File: src/rtl/portal_indication_mux.sv
// Multi-channel indication FIFO bank with host-selected dequeue, round-robin
// interrupt arbitration and a saturating drop counter.
module portal_indication_mux #(
  parameter int NUM_CH = 4,
  parameter int DATA_W = 32,
  parameter int DEPTH  = 4
) (
  input  logic                       CLK,
  input  logic                       RST,
  input  logic [NUM_CH-1:0]          EN_ind,
  input  logic [NUM_CH*DATA_W-1:0]   ind_v,
  output logic [NUM_CH-1:0]          RDY_ind,
  input  logic [15:0]                messageSize_methodNumber,
  output logic [15:0]                messageSize_size,
  input  logic [$clog2(NUM_CH)-1:0]  deq_sel,
  output logic [DATA_W-1:0]          first,
  output logic                       RDY_deq,
  input  logic                       EN_deq,
  output logic [NUM_CH-1:0]          notEmpty,
  input  logic                       intr_enable,
  output logic                       intr_status,
  output logic [15:0]                intr_channel,
  output logic [15:0]                drop_count
);

  localparam int CW = $clog2(NUM_CH);
  localparam int AW = $clog2(DEPTH);
  localparam int NW = AW + 1;

  logic [DATA_W-1:0] mem_q [NUM_CH][DEPTH];
  logic [AW-1:0]     wptr_q [NUM_CH];
  logic [AW-1:0]     wptr_d [NUM_CH];
  logic [AW-1:0]     rptr_q [NUM_CH];
  logic [AW-1:0]     rptr_d [NUM_CH];
  logic [NW-1:0]     count_q [NUM_CH];
  logic [NW-1:0]     count_d [NUM_CH];
  logic [NUM_CH-1:0] full, do_enq, do_deq_c, drop, ne_d;
  logic [CW-1:0]     rr_q, rr_d;
  logic [CW-1:0]     sel_idx;
  logic              sel_valid;
  logic              do_deq;
  logic [4:0]        n_drop;
  logic [16:0]       drop_sum;
  logic [15:0]       intr_channel_d, drop_count_d;
  logic              intr_status_d;
  int                arb_j;

  always_comb begin
    for (int c = 0; c < NUM_CH; c++) begin
      full[c]     = (count_q[c] == NW'(DEPTH));
      RDY_ind[c]  = ~full[c];
      notEmpty[c] = (count_q[c] != '0);
    end
  end

  assign RDY_deq = (32'(deq_sel) < NUM_CH) ? notEmpty[deq_sel] : 1'b0;
  assign do_deq  = EN_deq & RDY_deq;
  assign first   = mem_q[deq_sel][rptr_q[deq_sel]];

  assign messageSize_size = (32'(messageSize_methodNumber) < NUM_CH) ? 16'(DATA_W) : 16'd0;

  always_comb begin
    n_drop = '0;
    for (int c = 0; c < NUM_CH; c++) begin
      do_enq[c]   = EN_ind[c] & ~full[c];
      drop[c]     = EN_ind[c] & full[c];
      do_deq_c[c] = do_deq && (deq_sel == CW'(c));
      wptr_d[c]   = do_enq[c]   ? wptr_q[c] + AW'(1) : wptr_q[c];
      rptr_d[c]   = do_deq_c[c] ? rptr_q[c] + AW'(1) : rptr_q[c];
      count_d[c]  = count_q[c] + NW'(do_enq[c]) - NW'(do_deq_c[c]);
      ne_d[c]     = (count_d[c] != '0);
      n_drop      = n_drop + 5'(drop[c]);
    end
    drop_sum     = {1'b0, drop_count} + 17'(n_drop);
    drop_count_d = drop_sum[16] ? 16'hFFFF : drop_sum[15:0];
  end

  // Search starts just after the channel most recently dequeued, using next-cycle occupancy.
  always_comb begin
    rr_d      = do_deq ? deq_sel : rr_q;
    sel_valid = 1'b0;
    sel_idx   = '0;
    arb_j     = 0;
    for (int i = 1; i <= NUM_CH; i++) begin
      arb_j = int'(rr_d) + i;
      if (arb_j >= NUM_CH) arb_j = arb_j - NUM_CH;
      if (!sel_valid && ne_d[arb_j]) begin
        sel_valid = 1'b1;
        sel_idx   = CW'(arb_j);
      end
    end
    intr_channel_d = sel_valid ? 16'(sel_idx) + 16'd1 : 16'd0;
    intr_status_d  = (intr_channel_d != 16'd0) && intr_enable;
  end

  always_ff @(posedge CLK or posedge RST) begin
    if (RST) begin
      for (int c = 0; c < NUM_CH; c++) begin
        wptr_q[c]  <= '0;
        rptr_q[c]  <= '0;
        count_q[c] <= '0;
      end
      rr_q         <= CW'(NUM_CH - 1);
      intr_channel <= '0;
      intr_status  <= 1'b0;
      drop_count   <= '0;
    end else begin
      for (int c = 0; c < NUM_CH; c++) begin
        wptr_q[c]  <= wptr_d[c];
        rptr_q[c]  <= rptr_d[c];
        count_q[c] <= count_d[c];
      end
      rr_q         <= rr_d;
      intr_channel <= intr_channel_d;
      intr_status  <= intr_status_d;
      drop_count   <= drop_count_d;
    end
  end

  // Storage is deliberately left out of reset; occupancy counts make stale words invisible.
  always_ff @(posedge CLK) begin
    for (int c = 0; c < NUM_CH; c++) begin
      if (do_enq[c]) mem_q[c][wptr_q[c]] <= ind_v[c*DATA_W +: DATA_W];
    end
  end

endmodule

File: config.mk
export PLATFORM = sky130hd
export DESIGN_NAME = portal_indication_mux
export DESIGN_NICKNAME = d
export VERILOG_FILES = /design/src/rtl/portal_indication_mux.sv
export SDC_FILE = /design/constraint.sdc
export NUM_CORES = 1
export LEC_CHECK = 0
export CAP_MARGIN = 30
export CORE_UTILIZATION = 45
export CTS_BUF_LIST = sky130_fd_sc_hd__clkbuf_8
export DETAILED_ROUTE_END_ITERATION = 12
export PLACE_DENSITY = 0.68
export SYNTH_ARGS = -nofsm -noshare
export SYNTH_HDL_FRONTEND = slang
export SYNTH_SLANG_ARGS = --single-unit
File: constraint.sdc
create_clock -name CLK -period 4 [get_ports CLK]
set_clock_uncertainty 0.05 [all_clocks]
set_input_delay 0.8 -clock CLK [delete_from_list [all_inputs] [get_ports CLK]]
set_output_delay 0.8 -clock CLK [all_outputs]
set_load 0.01 [all_outputs]
==> qor.yml <==
outcome: "finished clean"
place_area_sq_um: 25970
post_cts_buffers: 0
max_cap_violations: 0
dp_hpwl_mm: 32.27
crit_arrival_ns: 3.04
cts_root_buffer: "clkbuf_8"
worst_slew_pin_slew_ns: 0.7380
synth_cells: 1115
grt_most_used_layer: "met2"
drtAntennaViolNets: 0
grtUsageMet3_pct: 4.450
ir_drop_mv: 0.3437
via_per_inst: 5.395
synth_ff_type: "edfxtp_1"
hp-class: "input port to async pin"
cts_buffer_depth: 3
post-synth-top-count-cell: "edfxtp_1"
die_area_sq_um: 51040
synth-simple-area-share_pct: 3.261
rsz0062_at_grt: "no"
clk_latency_ns: 0.67
final-hold-violation-count: 0
criticalPathCategory: "flip-flop to primary output"
drive_above_1_share_pct: 23.64
p_leak_nw: 9.657
grt_util_met1_pct: 29.59
cts_made_buffers: 91
cts_hold_buffers: 0
portBuffers: 213
cts_tree: "yes"
rows: 81
maxSlewViolCount: 0
finalCritPeriodShare_pct: 97.35
crit_required_ns: 3.15
yosysTopAreaCell: "edfxtp_1"
finalSetupViolations: 0
routed_wl_mm: 53.93
muxShareOfSynthArea_pct: 14.71
antenna_found_initial: 5
synth_top_family_by_area: "multiplexers"
synth_edf_count: 512
postSynthAreaPerCell_sq_um: 20.24
netlist_area_sq_um: 22560
p_per_area_nw_per_um2: 647.4
start_kind: "flip-flop"
overflow: 0
dieWidth_um: 225.9
drt_iter0_markers: 902
cp-end-kind: "primary output"
ys_types: 54
yosys_warnings: 0
start_util_pct: 45.91
ios: 244
grt_max_degree: 65
wl_per_cell_um: 24.86
fmax_ghz: 0.2568
num_vias: 11702
synth_fa_ha_area_share_pct: 2.063
ys_ff_latch: 562
grt_pass1_wl_mm: 79.39
slew_headroom_pct: 50.80
crit_fanout: 34
fin_area_sq_um: 27780
final_nets: 1619
grt_pass1_vias: 12550
cts_htree_levels: 3
post-route-util_pct: 56.52
total_power_mw: 17.98
yosys-top-cells-area: "edfxtp_1, mux4_2, dfrtp_1"
clock_sinks: 562
grt_usage_pct: 21.78
finalWeightedCongestion: 0.7750
dieHeight_um: 225.9
hold_slack_ns: 0.3981
area_growth_pct: 23.11
ys_top_cells_by_count: "edfxtp_1, mux4_2, dfrtp_1, nor2b_1, a21oi_1"
clk_pin_slew_worst_paths_ns: 0.06
synth-seq-area-share_pct: 73.69
synthXorXnorAreaFrac_pct: 1.253
synth_compound_area_share_pct: 2.534
route.detailed.drc: 0
async_flop_share_pct: 8.897
met2_usage_pct: 35.56
period_minus_slack_ns: 3.894
dr.pass1.iters: 7
synth_top_area_share_pct: 68.14
core-area_sq_um: 49150
report_power, final:
part	leakage, nW	internal, mW	switching (mW)
Combinational	3.38	2.21	2.77
Clock	0.979	2.55	2.26
Sequential	5.30	7.80	0.397
Total	9.66	12.6	5.42
timing repair:
item,CTS,global route
hold endpoints to repair,0,0
resized for setup,3,11
setup endpoints to repair,5,11
logic make-up after synthesis:
logic type / Yosys count
AOI/OAI and AO/OA: 86
xor gates and xnor gates: 27
adders and majority gates: 33
buffers and inverters: 107
DFF: 562
muxes: 168
other: 1
and+or+nand+nor: 131
worst max-delay path, cell delays in order, from the launching register on:
cell             delay, ns
dfrtp_1               0.40
mux4_4                0.70
buf_12                0.23
nor2b_1               0.13
a211oi_1              0.06
a21oi_1               0.17
clkdlybuf4s50_1       0.68
cell usage in the layout (no fill, tap or decap), types with 4 or more instances in the layout:
| master | Yosys | layout |
|---|---|---|
| buf_12 | 0 | 21 |
| dfrtp_1 | 48 | 48 |
| clkdlybuf4s50_1 | 0 | 207 |
| fa_1 | 7 | 7 |
| ha_1 | 26 | 26 |
| edfxtp_1 | 512 | 512 |
| clkinv_2 | 0 | 12 |
| clkbuf_8 | 0 | 93 |
| mux2_2 | 4 | 4 |
| nand2_1 | 30 | 30 |
| a211oi_1 | 32 | 32 |
| nor2b_1 | 39 | 39 |
| or3_2 | 4 | 4 |
| nor2_1 | 11 | 10 |
| a21oi_1 | 37 | 33 |
| bufinv_16 | 0 | 6 |
| a21oi_2 | 0 | 4 |
| xor2_1 | 8 | 8 |
| nor3_1 | 5 | 5 |
| inv_1 | 29 | 50 |
| xnor2_1 | 16 | 16 |
| buf_4 | 30 | 36 |
| mux4_2 | 130 | 129 |
| clkinv_1 | 0 | 23 |
| and3_2 | 1 | 17 |
| nand3_1 | 5 | 5 |
| conb_1 | 1 | 28 |
| mux2i_1 | 33 | 33 |
cell type report:
type | count | area (sq um)
diodes | 3 | 7.507
clock buffers | 92 | 1266
clock inverters | 71 | 489.2
fillers | 3710 | 21370
inverters | 29 | 108.9
multi-input cells | 473 | 5534
flip-flops and latches | 562 | 16630
well taps | 664 | 830.8
repair buffers | 275 | 2914
per-layer routing:
metal	vias to the layer above	wire (um)	share of wire, %
met2	414	26660	49
met3	68	3778	7.0
met1	6099	22650	42
met5	-	57	0.11
li1	5113	-	-
met4	8	788	1.5
stage by stage:
| stage | std cells | setup TNS [ns] | setup slack, ns |
|---|---|---|---|
| final | 2169 | 0 | 0.1059 |
| after global routing | 2166 | 0 | 0.0001141 |
| after CTS | 2166 | 0 | 0.01454 |
| after detailed placement | 2003 | -0.4146 | -0.2460 |
| after global placement | 2002 | -0.4205 | -0.2455 |
| after floorplan | 1142 | 0 | 0.02881 |
registers in the layout, summed over array words and instances, names as in the netlist:
signal and count:
intr_channel 3, rr_q 2, wptr_q 8, mem_q 512, drop_count 16, intr_status 1
rptr_q 8, count_q 12
path summary, 6_finish.rpt:
kind	start	endpoint	slack [ns]	depth (start not counted)
setup / recovery	rptr_q[2]	first[31]	0.11	6
min in group CLK	rptr_q[7]	rptr_q[7]	0.42	1
hold / removal	RST	count_q[4]	0.40	2
setup reg to reg	count_q[8]	intr_channel[1]	0.14	14
hold reg to reg	rptr_q[7]	rptr_q[7]	0.42	1
max in group asynchronous	RST	drop_count[15]	2.98	3
Note: power is estimated with default switching activity, not from simulation.
==> variant: new RTL, config.mk and constraints unchanged <==
Make the reset (`RST`) synchronous in one clocked block.
--- a/src/rtl/portal_indication_mux.sv
+++ b/src/rtl/portal_indication_mux.sv
@@ -94,5 +94,5 @@
   end
 
-  always_ff @(posedge CLK or posedge RST) begin
+  always_ff @(posedge CLK) begin
     if (RST) begin
       for (int c = 0; c < NUM_CH; c++) begin
Formal check against the unedited RTL: not equivalent (Yosys sat finds a counterexample within 4 cycles, from zero or initial values and one cycle with RST high; the reset may be asserted at any time).
==> variant against the original RTL <==
The flow now finishes with violations (negative setup slack); fmax down 3.2%; via count up 4.1%; sequential cell count unchanged; synthesized area about the same; worst setup slack worse by 0.13 ns; die area about the same; routed wire length up 4.8%; cell area up 1.4%; global-route usage up 0.73 points; non-clock buffer count up 23; total power down 18%.
==> variant: results (changes against the original RTL) <==
placement:
  postPlaceCellArea_um2: 25940  # -0.11%
  pre_cts_ws_ns: -0.2782  # -0.03225 ns
  place_inst: 2050  # +2.3%
  globalplace.congestion: 0.7853  # +1.3%
  hpwlAfterDp_um: 32230  # -0.14%
layout:
  n_all_buffers: 298  # +8.4%
  multi_input_comb_cells: 515  # +8.9%
  buf_share_pct: 11.68  # +1.2 points
  seqCellArea_um2: 16380  # -1.5%
  fillers: 3695  # -0.40%
  nClkBuffers: 96  # +4.3%
  final-clk-cell-share_pct: 6.168  # -0.15 points
  stdcell_count: 2235  # +3.0%
  drive_above_1_share_pct: 24.62  # +0.98 points
  nets: 1683  # +4.0%
  multi_input_area_um2: 5827  # +5.3%
synth:
  synth-async-reset-ratio_pct: 0  # -8.9 points
  yosys-top-cells-area: "edfxtp_1 (68%), mux4_2 (13%), dfxtp_1 (4.4%), mux2i_1 (1.7%), ha_1 (1.4%)"
  yosysUniqueCellTypes: 47  # -13%
drt:
  m1WireLength_um: 23140  # +2.2%
  wl_per_cell_um: 25.30  # +1.8%
  drtIter0Drc: 999  # +11%
  drt-pass1-iter-count: 5  # -2
  num_vias: 12190  # +4.1%
  met3_wirelength_um: 3770  # -0.21%
worst_setup_path:
  reg2reg_slack_ns: 0.09  # -0.05 ns
  reg2reg_depth: 17  # +3
  slowest_delay_ns: 0.67  # -0.03 ns
  startpoint: "deq_sel[0]"
  cp-endpoint: "first[26]"
  critPathArrivalTime_ns: 3.17  # +0.13 ns
  r2r_end: "intr_channel[1]$_SDFF_PP0_"
  cp_max_fo: 6  # -82%
cts:
  cts_made_buffers: 90  # -1.1%
  postCtsSetupBuffers: 3  # +3
  cts_resized: 24  # +21
grt:
  grt_use_met1_pct: 29.39  # -0.21 points
  grt_pass1_vias: 12750  # +1.6%
  grt_max_degree: 77  # +18%
  grt_usage_pct: 22.51  # +0.73 points
  use_met2_pct: 37.19  # +1.6 points
  grt_pass1_wl_um: 81490  # +2.6%
  use_met3_pct: 5.269  # +0.82 points
floorplanning:
  fp.dieW_um: 225.9  # about the same
outcome:
  status: "finished with violations"
  violations: "negative setup slack"
hold_path:
  hp-class: "flop to flop"
power_and_ir_drop:
  irDropWorstVdd_mv: 0.3358  # -2.3%
  leakage_nw: 9.673  # +0.16%
  powerDensity_nw_per_um2: 526.0  # -19%
sta:
  setup_violations: 1  # +1
  max_slew_margin_pct: 46.49  # -4.3 points
  setup_ws_ns: -0.02367  # -0.1296 ns
  tns_ns: -0.02367  # -0.02367 ns
## variant: cell count changes after synthesis, sizes merged, moves of 10 or more
cell    unedited run  this run
nand2             30        11
and2               0        11
a21oi             37        50
dfxtp              0        50
nor2              11        31
clkbuf            22        32
dfrtp             48         0
## variant: power breakdown
| group | internal [mW] | total (mW) | switching (mW) |
|---|---|---|---|
| Sequential | 7.09 | 7.26 | 0.174 |
| Clock | 2.49 | 4.74 | 2.25 |
| Combinational | 1.34 | 2.82 | 1.47 |
| Total | 10.9 | 14.8 | 3.90 |
## variant: worst min-delay path by stage
| stage | cells after the start | from | slack [ns] | endpoint |
|---|---|---|---|---|
| after floorplan | 2 | rptr_q[2][1]$_SDFFE_PP0P_ | 0.42 | rptr_q[2][1]$_SDFFE_PP0P_ |
| after global placement | 2 | rptr_q[3][1]$_SDFFE_PP0P_ | 0.44 | rptr_q[3][1]$_SDFFE_PP0P_ |
| after detailed placement | 2 | rptr_q[3][1]$_SDFFE_PP0P_ | 0.46 | rptr_q[3][1]$_SDFFE_PP0P_ |
| after CTS | 2 | rptr_q[3][1]$_SDFFE_PP0P_ | 0.47 | rptr_q[3][1]$_SDFFE_PP0P_ |
| after global routing | 2 | rptr_q[3][1]$_SDFFE_PP0P_ | 0.50 | rptr_q[3][1]$_SDFFE_PP0P_ |
| final | 2 | rptr_q[3][1]$_SDFFE_PP0P_ | 0.48 | rptr_q[3][1]$_SDFFE_PP0P_ |
## variant: cells by family after synthesis
logic type / Yosys count / synth area share [%]
multiplexers: 169 / 14.71
AND/OR/NAND/NOR: 160 / 4.054
buffers and inverters: 117 / 2.690
adder cells (fa/ha/maj): 33 / 2.063
other: 1 / 0.01662
XOR/XNOR: 27 / 1.176
AO/OA/AOI/OAI: 97 / 2.695
flip-flops: 562 / 72.59
